`config.mk`:
```
export PLATFORM = sky130hd
export DESIGN_NAME = instr_encoder
export DESIGN_NICKNAME = d
export VERILOG_FILES = /design/src/rtl/instr_encoder.sv
export SDC_FILE = /design/constraint.sdc
export NUM_CORES = 1
export LEC_CHECK = 0
export BUFFER_PORTS_ARGS = -buffer_cell sky130_fd_sc_hd__buf_2
export CORE_AREA = 8 8 119 121
export DETAILED_ROUTE_END_ITERATION = 7
export DIE_AREA = 0 0 127 129
export MAX_ROUTING_LAYER = met4
export PLACE_DENSITY = 0.79
export SLEW_MARGIN = 20
export SYNTH_ARGS = -nofsm -noshare
export SYNTH_HDL_FRONTEND = slang
export SYNTH_SLANG_ARGS = --single-unit
```
`constraint.sdc`:
```
create_clock -name clk -period 3.5 [get_ports clk]
set_input_delay 0.175 -clock clk [delete_from_list [all_inputs] [get_ports clk]]
set_output_delay 0.175 -clock clk [all_outputs]
set_load 0.005 [all_outputs]
```
`src/rtl/instr_encoder.sv`:
```
// instr_encoder: packs decoded RV64I fields back into 32-bit instruction
// words, one per cycle, each tagged with a byte address and an error flag.
// A single-entry output register with valid/ready handshake holds the word.
// Optional build macro ENC_RANGE_CHECK_EN enables immediate range checking,
// out_err and err_cnt; without it both are tied to zero.
module instr_encoder #(
  parameter logic [31:0] RESET_PC = 32'h0000_0000,
  parameter int          CNT_W    = 16
) (
  input  logic             clk,
  input  logic             rst_n,
  input  logic             in_valid,
  output logic             in_ready,
  input  logic [6:0]       in_opcode,
  input  logic [4:0]       in_rd,
  input  logic [4:0]       in_rs1,
  input  logic [4:0]       in_rs2,
  input  logic [2:0]       in_funct3,
  input  logic [6:0]       in_funct7,
  input  logic [31:0]      in_imm,
  input  logic             pc_load,
  input  logic [31:0]      pc_value,
  output logic             out_valid,
  input  logic             out_ready,
  output logic [31:0]      out_instr,
  output logic [31:0]      out_addr,
  output logic             out_err,
  output logic [CNT_W-1:0] instr_cnt,
  output logic [CNT_W-1:0] err_cnt
);

  localparam logic [6:0] OP_R      = 7'b0110011;
  localparam logic [6:0] OP_LOAD   = 7'b0000011;
  localparam logic [6:0] OP_IMM    = 7'b0010011;
  localparam logic [6:0] OP_JALR   = 7'b1100111;
  localparam logic [6:0] OP_SYSTEM = 7'b1110011;
  localparam logic [6:0] OP_STORE  = 7'b0100011;
  localparam logic [6:0] OP_BRANCH = 7'b1100011;
  localparam logic [6:0] OP_LUI    = 7'b0110111;
  localparam logic [6:0] OP_AUIPC  = 7'b0010111;
  localparam logic [6:0] OP_JAL    = 7'b1101111;
  localparam logic [31:0] NOP_WORD = 32'h0000_0013;
  localparam logic [CNT_W-1:0] CNT_ONE = {{(CNT_W-1){1'b0}}, 1'b1};

  typedef enum logic {EMPTY, FULL} state_t;

  state_t      state, state_next;
  logic        accept;
  logic        is_shift;
  logic [31:0] enc_word;
  logic        enc_err;
  logic [31:0] pc;
  logic [31:0] load_addr;

  assign in_ready  = (state == EMPTY) || out_ready;
  assign out_valid = (state == FULL);
  assign accept    = in_valid && in_ready;
  assign load_addr = {pc_value[31:2], 2'b00};
  assign is_shift  = (in_opcode == OP_IMM) &&
                     ((in_funct3 == 3'b001) || (in_funct3 == 3'b101));

  // Pack the fields according to the format selected by the opcode.
  always_comb begin
    // NOTE: every combinational output gets a default first so no path leaves it unassigned (no latch).
    enc_word = NOP_WORD;
    case (in_opcode)
      OP_R:
        enc_word = {in_funct7, in_rs2, in_rs1, in_funct3, in_rd, in_opcode};
      OP_LOAD, OP_JALR, OP_SYSTEM:
        enc_word = {in_imm[11:0], in_rs1, in_funct3, in_rd, in_opcode};
      OP_IMM:
        if (is_shift)
          enc_word = {in_funct7[6:1], in_imm[5:0], in_rs1, in_funct3, in_rd, in_opcode};
        else
          enc_word = {in_imm[11:0], in_rs1, in_funct3, in_rd, in_opcode};
      OP_STORE:
        enc_word = {in_imm[11:5], in_rs2, in_rs1, in_funct3, in_imm[4:0], in_opcode};
      OP_BRANCH:
        enc_word = {in_imm[12], in_imm[10:5], in_rs2, in_rs1, in_funct3,
                    in_imm[4:1], in_imm[11], in_opcode};
      OP_LUI, OP_AUIPC:
        enc_word = {in_imm[31:12], in_rd, in_opcode};
      OP_JAL:
        enc_word = {in_imm[20], in_imm[10:1], in_imm[11], in_imm[19:12], in_rd, in_opcode};
      default:
        enc_word = NOP_WORD;
    endcase
  end

`ifdef ENC_RANGE_CHECK_EN
  logic sx11, sx12, sx20;

  // Flag immediates that do not survive truncation into their field.
  always_comb begin
    sx11    = (&in_imm[31:11]) || !(|in_imm[31:11]);
    sx12    = (&in_imm[31:12]) || !(|in_imm[31:12]);
    sx20    = (&in_imm[31:20]) || !(|in_imm[31:20]);
    enc_err = 1'b1;
    case (in_opcode)
      OP_R:                         enc_err = 1'b0;
      OP_LOAD, OP_JALR, OP_SYSTEM,
      OP_STORE:                     enc_err = !sx11;
      OP_IMM:                       enc_err = is_shift ? (|in_imm[31:6]) : !sx11;
      OP_BRANCH:                    enc_err = !sx12 || in_imm[0];
      OP_LUI, OP_AUIPC:             enc_err = |in_imm[11:0];
      OP_JAL:                       enc_err = !sx20 || in_imm[0];
      default:                      enc_err = 1'b1;
    endcase
  end

  // Count flagged words, saturating at all-ones.
  always_ff @(posedge clk) begin
    if (!rst_n)
      err_cnt <= '0;
    else if (accept && enc_err && !(&err_cnt))
      err_cnt <= err_cnt + CNT_ONE;
  end
`else
  assign enc_err = 1'b0;
  assign err_cnt = '0;
`endif

  // Output register occupancy: advance the EMPTY/FULL state.
  always_ff @(posedge clk) begin
    // NOTE: sequential state uses non-blocking assignments so all registers update from pre-edge values.
    if (!rst_n)
      state <= EMPTY;
    else
      state <= state_next;
  end

  // Next occupancy from the accept and drain handshakes.
  always_comb begin
    state_next = state;
    case (state)
      EMPTY:   if (accept) state_next = FULL;
      FULL:    if (out_ready && !accept) state_next = EMPTY;
      default: state_next = EMPTY;
    endcase
  end

  // Capture the encoded word with its address; track the next address.
  always_ff @(posedge clk) begin
    // NOTE: output registers are reset because their reset values are observable; a reset drops a held word.
    if (!rst_n) begin
      out_instr <= '0;
      out_addr  <= '0;
      out_err   <= 1'b0;
      pc        <= RESET_PC;
    end else begin
      if (accept) begin
        out_instr <= enc_word;
        out_addr  <= pc_load ? load_addr : pc;
        out_err   <= enc_err;
      end
      if (pc_load)
        pc <= load_addr + (accept ? 32'd4 : 32'd0);
      else if (accept)
        pc <= pc + 32'd4;
    end
  end

  // Count accepted words; wraps naturally.
  always_ff @(posedge clk) begin
    if (!rst_n)
      instr_cnt <= '0;
    else if (accept)
      instr_cnt <= instr_cnt + CNT_ONE;
  end

endmodule

```
# ---- Word-level counts from Yosys, hierarchy flattened
# Cells that the tools add are included.
dict set report op_classes {
  bitwise 1
  add_sub_neg 3
  n_reduce_logical 9
  muxes 9
  n_eq_ne 12
}
# operator n
set op_table {}
lappend op_table {{case mux 32 bit (7 select lines)} 1}
lappend op_table {{two-way mux 32 bit} 4}
lappend op_table {{adder 32 x 3 -> 32 bit} 1}
lappend op_table {{adder 32 x 3 -> 32 bit, second input constant} 1}
lappend op_table {{equality test 7 bit, second input constant} 4}
lappend op_table {{equality test 7 x 6 -> 1 bit, second input constant} 3}
lappend op_table {{adder 16 x 1 -> 16 bit, second input constant} 1}
lappend op_table {{equality test 7 x 5 -> 1 bit, second input constant} 2}
lappend op_table {{equality test 7 x 2 -> 1 bit, second input constant} 1}
lappend op_table {{equality test 3 x 1 -> 1 bit, second input constant} 1}
lappend op_table {{equality test 3 bit, second input constant} 1}
lappend op_table {{logical AND 1 bit} 3}
lappend op_table {{two-way mux 3 bit} 1}
lappend op_table {{OR reduction 3 bit} 1}
lappend op_table {{logical OR 1 bit} 2}
lappend op_table {{two-way mux 1 bit} 2}
lappend op_table {{case mux 1 bit (2 select lines)} 1}
lappend op_table {{nonzero test 2 bit} 1}
lappend op_table {{OR reduction 2 bit} 1}
lappend op_table {{logical NOT 1 bit} 1}
lappend op_table {{NOT 1 bit} 1}
dict set report totals {
  regBits 113
  in_bits 101
  out_inout_bits 99
  wordCells 39
}

# ---- Depth between registers and ports, before layout
# Gate-level depths: netlist (run 1).
dict set report logic_depth {
  word_depth 7
  depth_mapped 14
  mapped_depth_nobuf 10
}

# ---- Worst setup path before layout (run 1)
# No wires, ideal clock.
dict set report synth_timing {
  kind {flip-flop to flip-flop}
  start {register state, in the netlist out_valid}
  end {register pc[26]}
  t_required_ns 3.366
  slack_ns 0.508
  stages_incl_launch_ff 15
  arrival_time_ns 2.858
  setup_ns 0.134
  synth_period_minus_slack_ns 2.992
  path_cell_list {dfxtp_1 nand2b_1 buf_2 nand2_1 inv_1 clkbuf_1 clkbuf_1 ha_1 ha_1 nand3_1 or2_2 clkbuf_1 nor4_2 xnor2_1 o22ai_1}
}
dict set report synth_via {
  elab_chain_len 6
}
# item line
set synth_rtl {}
lappend synth_rtl {{from (decl)} 47} ;# state_t state, state_next;
lappend synth_rtl {{from (signal assigned)} 129} ;# state <= state_next;
lappend synth_rtl {{NOT 1 bit *} n/a}
lappend synth_rtl {{logical OR 1 bit *} 55} ;# assign in_ready = (state == EMPTY) || out_ready;
lappend synth_rtl {{via in_ready} 13} ;# output logic in_ready,
lappend synth_rtl {{logical AND 1 bit *} 57} ;# assign accept = in_valid && in_ready;
lappend synth_rtl {{via accept} 48} ;# logic accept;
lappend synth_rtl {{two-way mux 3 bit} 157} ;# pc <= load_addr + (accept ? 32'd4 : 32'd0);
lappend synth_rtl {{adder 32 x 3 -> 32 bit} 157}
lappend synth_rtl {{two-way mux 32 bit} 156} ;# if (pc_load)
lappend synth_rtl {{to (signal assigned)} 157}
lappend synth_rtl {{to (signal assigned)} 159} ;# pc <= pc + 32'd4;
lappend synth_rtl {{to (decl)} 52} ;# logic [31:0] pc;
# The timed path passes the listed nets; every way through them passes the cells marked *.
# A chain may end at the register's enable or synchronous reset.

# ---- Worst setup path in the final report (run 1)
dict set report layout_timing {
  start {register state, in the netlist out_valid}
  end {register pc[18]}
}
dict set report layout_via {
  elab_chain_len 6
}
# item line
set layout_rtl {}
lappend layout_rtl {{NOT 1 bit *} n/a}
lappend layout_rtl {{logical OR 1 bit *} 55}
lappend layout_rtl {{logical AND 1 bit *} 57}
lappend layout_rtl {{two-way mux 3 bit} 157}
lappend layout_rtl {{adder 32 x 3 -> 32 bit} 157}
lappend layout_rtl {{two-way mux 32 bit} 156}
# Every way passes the cells marked *; elsewhere a longest branch is shown, timed or not.

==> results of run 1 <==
[kinds of logic (layout without fill, tap and decap cells)]
family                     count (synthesis)  in the layout
and+or+nand+nor                          270            270
AOI/OAI and AO/OA                        161            161
DFF                                      110            110
buffers and inverters                     88            230
xor gates and xnor gates                  58             58
muxes                                     32             32
adders and majority gates                  4              4
other                                      1             19
[metrics by stage]
step,hold WS (ns),std cells
final,0.04743,1034
after global routing,0.05041,1034
after floorplan,0.3128,740
after global placement,0.3966,1016
after detailed placement,0.4037,1016
after CTS,0.04247,1032
[state kept, by name (all words and copies together), names as in the netlist]
name,cells
out_instr,32
out_addr,31
pc,30
instr_cnt,16
out_valid,1
[worst max path at each step]
stage | startpoint | endpoint | slack [ns] | cells after the start
detailed placement | in_opcode[6] | out_instr[10] | 0.99 | 6
CTS | out_valid | pc[20] | 0.99 | 11
floorplan | out_valid | pc[26] | 0.51 | 14
global placement | in_opcode[6] | out_instr[7] | 1.0 | 6
global route | out_valid | pc[18] | 0.81 | 11
finish | out_valid | pc[18] | 0.96 | 11
[area by class of cell]
| type | instances | area (µm²) | area share (%) |
|---|---|---|---|
| multi-input cells | 542 | 3507 | 48.42 |
| flip-flops and latches | 110 | 2202 | 30.40 |
| repair buffers | 188 | 960.9 | 13.27 |
| clock buffers | 11 | 232.7 | 3.213 |
| well taps | 150 | 187.7 | 2.591 |
| inverters | 26 | 97.59 | 1.347 |
| clock inverters | 5 | 50.05 | 0.6910 |
| diodes | 2 | 5.005 | 0.06910 |
[worst reg2reg max path: stages, from the launching register on]
cell,delay (ns)
dfxtp_1,0.31
nand2b_1,0.10
nand2_1,0.09
inv_2,0.07
ha_1,0.23
ha_1,0.26
nand3_1,0.15
nor4_1,0.61
buf_4,0.25
a21boi_0,0.08
nor3_1,0.17
a211oi_1,0.07
[placed cells by master (no fill, tap or decap), types with 5 or more instances in the layout]
| cell | count |
|---|---|
| dfxtp_1 | 110 |
| o221ai_1 | 9 |
| nand2_1 | 60 |
| a221o_1 | 5 |
| nor4_1 | 13 |
| buf_4 | 8 |
| a21oi_1 | 22 |
| and3_1 | 15 |
| and2_1 | 7 |
| a22oi_1 | 19 |
| or3_1 | 8 |
| clkbuf_16 | 9 |
| nor3_1 | 20 |
| and4_1 | 7 |
| nand3_1 | 31 |
| nor2_1 | 66 |
| o22ai_1 | 13 |
| xnor2_1 | 38 |
| buf_2 | 180 |
| mux2i_1 | 31 |
| o21ai_0 | 24 |
| inv_1 | 24 |
| nand4_1 | 17 |
| conb_1 | 17 |
| xor2_1 | 20 |
| a211oi_1 | 39 |
[metal layers]
metal	track usage, %	vias to the layer above
met5	-	-
met2	34.82	226
met3	4.965	16
li1	-	2918
met4	6.228	0
met1	25.73	2700
[cells in the mapped netlist (all sizes together) (13+ instances only)]
library cell    n
o21ai          25
xnor2          38
o22ai          13
nand4          20
nand2          60
nor4           15
mux2i          31
buf            31
a21oi          22
nor2           67
and3           15
dfxtp         110
nor3           24
inv            25
a22oi          19
a211oi         39
clkbuf         31
xor2           20
nand3          33
[report_power, final]
part | internal [mW] | total [mW] | leakage, nW | switching [mW]
logic | 0.166 | 0.388 | 2.00 | 0.222
clock network | 0.552 | 1.01 | 0.143 | 0.462
registers | 1.31 | 1.36 | 0.902 | 0.0487
total | 2.03 | 2.76 | 3.04 | 0.733
==> out/results.tsv, run 1 <==
stage	metric	value	unit
outcome	outcome	complete, no violations	
critical_path	required	3.70	ns
drt	wl_met2	8.206	mm
synthesis	synth_compound_area_share	18.86	%
sta	finClkSkew	0.004514	ns
drt	topRoutingLayerUsed	met4	
drt	drcViolationCount	0	
power_and_ir_drop	power_density	381.1	nW/µm²
synthesis	seq_area_frac_synth	36.31	%
synthesis	yosysWarnings	0	
critical_path	path_cells	nand2b_1 > nand2_1 > inv_2 > ha_1 > ha_1 > nand3_1 > nor4_1 > buf_4 > a21boi_0 > nor3_1 > a211oi_1	
layout	finalInstanceArea	7243	µm²
power_and_ir_drop	power	2.760	mW
floorplanning	start_util	49.26	%
worst_hold_path	min_from	in_rd[4]	
drt	routed_wl	17.45	mm
synthesis	async_flop_share	0	%
drt	routed_via_density	5.667	
critical_path	critPathMaxFanout	5	
critical_path	r2r_setup_slack	0.96	ns
synthesis	synth_top_family_by_area	simple AND/OR/NAND/NOR gates	
critical_path	critPathSlowestCell	nor4_1	
clock_network	clock_sinks	110	
clock_network	clock_latency	0.35	ns
floorplanning	die_w	127	µm
synthesis	yosys_most_used_dff	dfxtp_1	
clock_network	cts_setup_buffers	0	
critical_path	crit_family	simple AND/OR/NAND/NOR gates	
worst_hold_path	whs_path_depth	2	
worst_hold_path	hold-path-endpoint	out_instr[11]	
placed_design	dpl.hpwl	13.08	mm
critical_path	cp_slowest_stage_delay	0.61	ns
clock_network	cts_buffer_depth	2	
layout	area_delta_synth_final	19.43	%
synthesis	syn_area_per_cell	8.376	µm²
critical_path	arrival	2.73	ns
synthesis	synth_xor_area_share	8.376	%
drt	first_iter_violations	417	
drt	routedWlPerCell	16.88	µm
clock_network	tritoncts	built	
floorplanning	dieArea	16380	µm²
global_route	grt_pass1_wl	27.70	mm
placed_design	post_dp_cell_area	6955	µm²
job	drv_cap	0	
synthesis	synthCells	724	
sta	final.setup.tns	0	ns
floorplanning	fp.coreArea	12310	µm²
synthesis	synthDistinctLibCells	66	
global_route	grt_pass1_vias	5497	
critical_path	r2r_cells	11	
clock_network	cts_htree_levels	3	
layout	fillCellCount	1163	
layout	layout-drive-gt1-share	25.28	%
sta	layout_setup_ws	0.9610	ns
synthesis	muxShareOfSynthArea	5.302	%
floorplanning	die_h	129	µm
placed_design	preCtsSetupSlack	0.9900	ns
placed_design	gp_congestion	0.9354	
floorplanning	ioPinCount	200	
clock_network	cts_made_buffers	9	
synthesis	ys_ff_latch	110	
critical_path	r2r-start	out_valid	
sta	max_freq	393.9	MHz
power_and_ir_drop	ir_drop	0.0002291	V
sta	period_needed	2.539	ns
sta	tightest_slew	0.8439	ns
sta	rsz0062_at_grt	no	
drt	firstDrtPassIters	7	
global_route	antenna_found_initial	2	
clock_network	cts-resized-gates	0	
placed_design	io_buffers	180	
synthesis	yosysTopAreaCell	dfxtp_1	
clock_network	root_buffer	clkbuf_16	
worst_hold_path	hp-class	primary input to flop	
sta	slew_headroom	43.31	%
global_route	grt.total_usage	21.30	%
global_route	grt_overflow	0	
sta	drv_slew	0	
critical_path	cp-end-kind	flop	
synthesis	synthTopCellsByArea	dfxtp_1, xnor2_1, mux2i_1, a211oi_1, nor2_1	
critical_path	critPathKind	flop to flop	
critical_path	crit_buf_inv	2	
sta	finalHoldViolCount	0	
drt	route.met3.wl	1.209	mm
layout	fin_nets	982	
synthesis	synth_top_area_share	36.31	%
critical_path	critPathLaunchType	flop	
global_route	grt_max_degree	74	
drt	drt.antenna.violating_nets	0	
drt	met1_length	7.796	mm
power_and_ir_drop	p_leak	3.044	nW
layout	final_util	58.83	%
floorplanning	rows	41	
clock_network	holdBufCountCts	0	
synthesis	synthSimpleGateAreaFrac	23.42	%
critical_path	timing.rr.end	pc[18]	
synthesis	syn_area	6065	µm²
critical_path	critPathMostFrequentCell	ha_1	
synthesis	synth_enable_flop_cells	0	
clock_network	clkTransAtPathRegs	0.07	ns
drt	vias	5860	
sta	setup_violations	0	
synthesis	synth_fa_ha_area_share	0.8253	%
sta	post-route-period-util	72.54	%
No activity file was read; power rests on OpenSTA's default activity.
==> run 2: changes to the inputs <==
- ABC_AREA: unset -> 1
- CORE_AREA: 8 8 119 121 -> 8 8 125 127
- DIE_AREA: 0 0 127 129 -> 0 0 133 135
- PLACE_DENSITY: 0.79 -> 0.8
- clock period: 3.5 -> 2.4 ns (I/O delays scaled with it)
==> run 2 against run 1 <==
  * Sequential power rose by 48%
  * Cell count grew 49%
  * Via count grew 42%
  * Hold slack improved by 0.014 ns
  * Largest power group unchanged
  * Power rose by 56%
  * Critical path depth up 1
  * First-iteration DRC count is 32% higher
  * Synthesized cell count is 65% higher
  * Highest routed layer unchanged
  * Register-to-register slack got worse by 0.73 ns
  * Wire length up 45%
  * Clock skew is 0.0061 ns higher
==> out/results.tsv, run 2 <==
stage	metric	value	unit	change
synthesis	seq_area_frac_synth	30.93	%	was 36.31%
sta	period_needed	2.173	ns	was 2.539 ns
sta	tightest_slew	0.5705	ns	was 0.8439 ns
power_and_ir_drop	pwr-share-clk	36.5	%	was 36.7%
synthesis	synthSimpleGateAreaFrac	41.45	%	was 23.42%
layout	reg_top3	out_instr (32), out_addr (31), pc (30)		unchanged
floorplanning	die_h	135	µm	was 129 µm
placed_design	io_buffers	180		unchanged
placed_design	post_dp_cell_area	8112	µm²	was 6955 µm²
clock_network	clock_sinks	110		unchanged
placed_design	dpl.hpwl	19.83	mm	was 13.08 mm
drt	drcViolationCount	0		unchanged
global_route	grt.total_usage	28.44	%	was 21.30%
clock_network	clock_latency	0.37	ns	was 0.35 ns
sta	finalHoldViolCount	0		unchanged
sta	setup_violations	0		unchanged
clock_network	clkTransAtPathRegs	0.08	ns	was 0.07 ns
synthesis	synth_top_family_by_area	simple AND/OR/NAND/NOR gates		unchanged
synthesis	yosysTopAreaCell	dfxtp_1		unchanged
critical_path	required	2.67	ns	was 3.70 ns
power_and_ir_drop	power_density	510.4	nW/µm²	was 381.1 nW/µm²
sta	finClkSkew	0.01063	ns	was 0.004514 ns
power_and_ir_drop	seqPwrFrac	46.9	%	was 49.2%
drt	routedWlPerCell	16.41	µm	was 16.88 µm
clock_network	cts_made_buffers	9		unchanged
power_and_ir_drop	power	4.298	mW	was 2.760 mW
drt	routed_wl	25.30	mm	was 17.45 mm
critical_path	critPathMaxFanout	4		was 5
critical_path	arrival	2.44	ns	was 2.73 ns
worst_hold_path	hp-class	primary input to flop		unchanged
placed_design	gp_congestion	0.9812		was 0.9354
sta	drv_slew	0		unchanged
floorplanning	fp.coreArea	13610	µm²	was 12,310 µm²
layout	largest-register	out_instr		unchanged
power_and_ir_drop	ir_drop	0.0003267	V	was 0.0002291 V
synthesis	synthCells	1197		was 724
layout	fin_nets	1460		was 982
synthesis	synth_common_cells	nand2_1, nor2_1, dfxtp_1		was dfxtp_1, nor2_1, nand2_1
power_and_ir_drop	combPwrFrac	16.7	%	was 14.1%
floorplanning	start_util	52.31	%	was 49.26%
sta	rsz0062_at_grt	no		unchanged
synthesis	synthTopCellsByArea	dfxtp_1, nand2_1, nor2_1, nand3_1, a21oi_1		was dfxtp_1, xnor2_1, mux2i_1, a211oi_1, nor2_1
clock_network	root_buffer	clkbuf_16		unchanged
floorplanning	rows	43		was 41
synthesis	async_flop_share	0	%	unchanged
job	drv_cap	0		unchanged
sta	slew_headroom	61.96	%	was 43.31%
clock_network	cts_buffer_depth	2		unchanged
critical_path	cp-end-kind	flop		unchanged
outcome	outcome	complete, no violations		unchanged
clock_network	tritoncts	built		unchanged
synthesis	yosysWarnings	0		unchanged
sta	max_freq	460.2	MHz	was 393.9 MHz
clock_network	cts-resized-gates	0		unchanged
drt	firstDrtPassIters	5		was 7
global_route	antenna_found_initial	1		was 2
global_route	grt_pass1_vias	7928		was 5,497
drt	first_iter_violations	549		was 417
sta	holdWs	0.06101	ns	was 0.04743 ns
floorplanning	die_w	133	µm	was 127 µm
synthesis	synth_top_area_share	30.93	%	was 36.31%
layout	finalInstanceArea	8421	µm²	was 7243 µm²
global_route	grt_max_degree	56		was 74
power_and_ir_drop	p_leak	3.909	nW	was 3.044 nW
synthesis	synth_compound_area_share	15.55	%	was 18.86%
drt	routed_via_density	5.405		was 5.667
layout	mostFrequentLayoutCell	nand2_1		was buf_2
clock_network	holdBufCountCts	0		unchanged
synthesis	synth_xor_area_share	1.107	%	was 8.376%
global_route	grt_overflow	0		unchanged
drt	drt.antenna.violating_nets	0		unchanged
synthesis	ys_ff_latch	110		unchanged
critical_path	r2r_cells	12		was 11
synthesis	yosys_most_used_dff	dfxtp_1		unchanged
clock_network	cts_setup_buffers	0		unchanged
floorplanning	dieArea	17960	µm²	was 16,380 µm²
critical_path	critPathKind	flop to flop		unchanged
layout	final_util	61.86	%	was 58.83%
power_and_ir_drop	p_int	2.950	mW	was 2.027 mW
floorplanning	ioPinCount	200		unchanged
synthesis	muxShareOfSynthArea	0	%	was 5.302%
synthesis	syn_area	7121	µm²	was 6065 µm²
critical_path	critPathLaunchType	flop		unchanged
worst_hold_path	whs_path_depth	3		was 2
drt	vias	8329		was 5,860
layout	layout-drive-gt1-share	19.04	%	was 25.28%
synthesis	synth_enable_flop_cells	0		unchanged
synthesis	syn_area_per_cell	5.949	µm²	was 8.376 µm²
layout	area_delta_synth_final	18.26	%	was 19.43%
synthesis	synthDistinctLibCells	38		was 66
clock_network	cts_htree_levels	3		unchanged
power_and_ir_drop	switching_share	31.37	%	was 26.55%
synthesis	yosysMostFrequentCell	nand2_1		was dfxtp_1
sta	post-route-period-util	90.55	%	was 72.54%
power_and_ir_drop	p_sw	1.348	mW	was 0.7328 mW
layout	layout_common_cells	nand2_1, buf_2, nor2_1		was buf_2, dfxtp_1, nor2_1
global_route	grt_pass1_wl	40.01	mm	was 27.70 mm
layout	largest_register_ffs	32		unchanged
sta	final.setup.tns	0	ns	unchanged
synthesis	synth_fa_ha_area_share	0.7029	%	was 0.8253%
## run 2: changes by cell type after synthesis, moves of 39 or more
cell | before | now
inv_1 | 25 | 95
nor2_1 | 66 | 142
o21ai_0 | 24 | 73
nand2_1 | 60 | 409
nand3_1 | 31 | 83
a21oi_1 | 22 | 74
a211oi_1 | 39 | 0
## run 2: worst paths after layout
check | from | end | slack (ns)
max reg2reg | out_valid | pc[14] | 0.23
min | pc_value[3] | out_addr[3] | 0.06
max | out_valid | pc[14] | 0.23
min reg2reg | out_addr[1] | out_addr[1] | 0.46
## run 2: worst max-delay path: stages (launching register included)
cell      delay, ns
dfxtp_1        0.36
a21oi_4        0.18
ha_1           0.25
ha_1           0.22
nand3_1        0.10
inv_1          0.13
nand2_1        0.14
nor2_1         0.26
a21oi_1        0.10
o21ai_0        0.11
o211ai_1       0.12
nand2_1        0.08
inv_1          0.04
## run 2: cell type report
| type | instances | area (µm²) |
|---|---|---|
| antenna | 1 | 2.502 |
| clock buffer | 10 | 239.0 |
| clock inverter | 6 | 67.56 |
| fill | 1358 | 5191 |
| inverter | 109 | 409.1 |
| multi-input combinational | 933 | 4259 |
| sequential | 110 | 2202 |
| tap | 180 | 225.2 |
| timing repair buffer | 192 | 1016 |
## run 2: power groups by stage
stage	Clock [mW]	Sequential (mW)	Combinational [mW]
2_1_floorplan	0	2.03	0.419
3_3_place_gp	0	2.05	0.701
3_5_place_dp	0	2.05	0.708
4_1_cts	1.60	2.01	0.711
5_1_grt	1.66	2.02	0.800
6_report	1.57	2.01	0.716
## run 2: cells by family (layout without fill, tap and decap cells)
kind of cell,after synthesis,after routing
adder cells (fa/ha/maj),4,4
AO/OA/AOI/OAI,204,204
XOR/XNOR,9,9
buffers and inverters,170,317
AND/OR/NAND/NOR,699,699
other,1,18
flip-flops,110,110
## run 2: layer usage
metal / wire [µm] / track usage, % / vias up / part of all wire, %
met1: 10350 / 31.48 / 3731 / 41
met4: 894 / 13.25 / 0 / 3.5
met3: 2291 / 8.284 / 61 / 9.1
met5: 0 / - / - / 0
met2: 11760 / 46.59 / 393 / 46
li1: - / - / 4144 / -
## run 2: stage by stage
| stage | setup WS [ns] | std cells |
|---|---|---|
| 6_report | 0.2268 | 1541 |
| 5_1_grt | 0.07148 | 1541 |
| 2_1_floorplan | 0.08299 | 1213 |
| 3_5_place_dp | 0.2535 | 1524 |
| 3_3_place_gp | 0.3265 | 1524 |
| 4_1_cts | 0.2245 | 1540 |
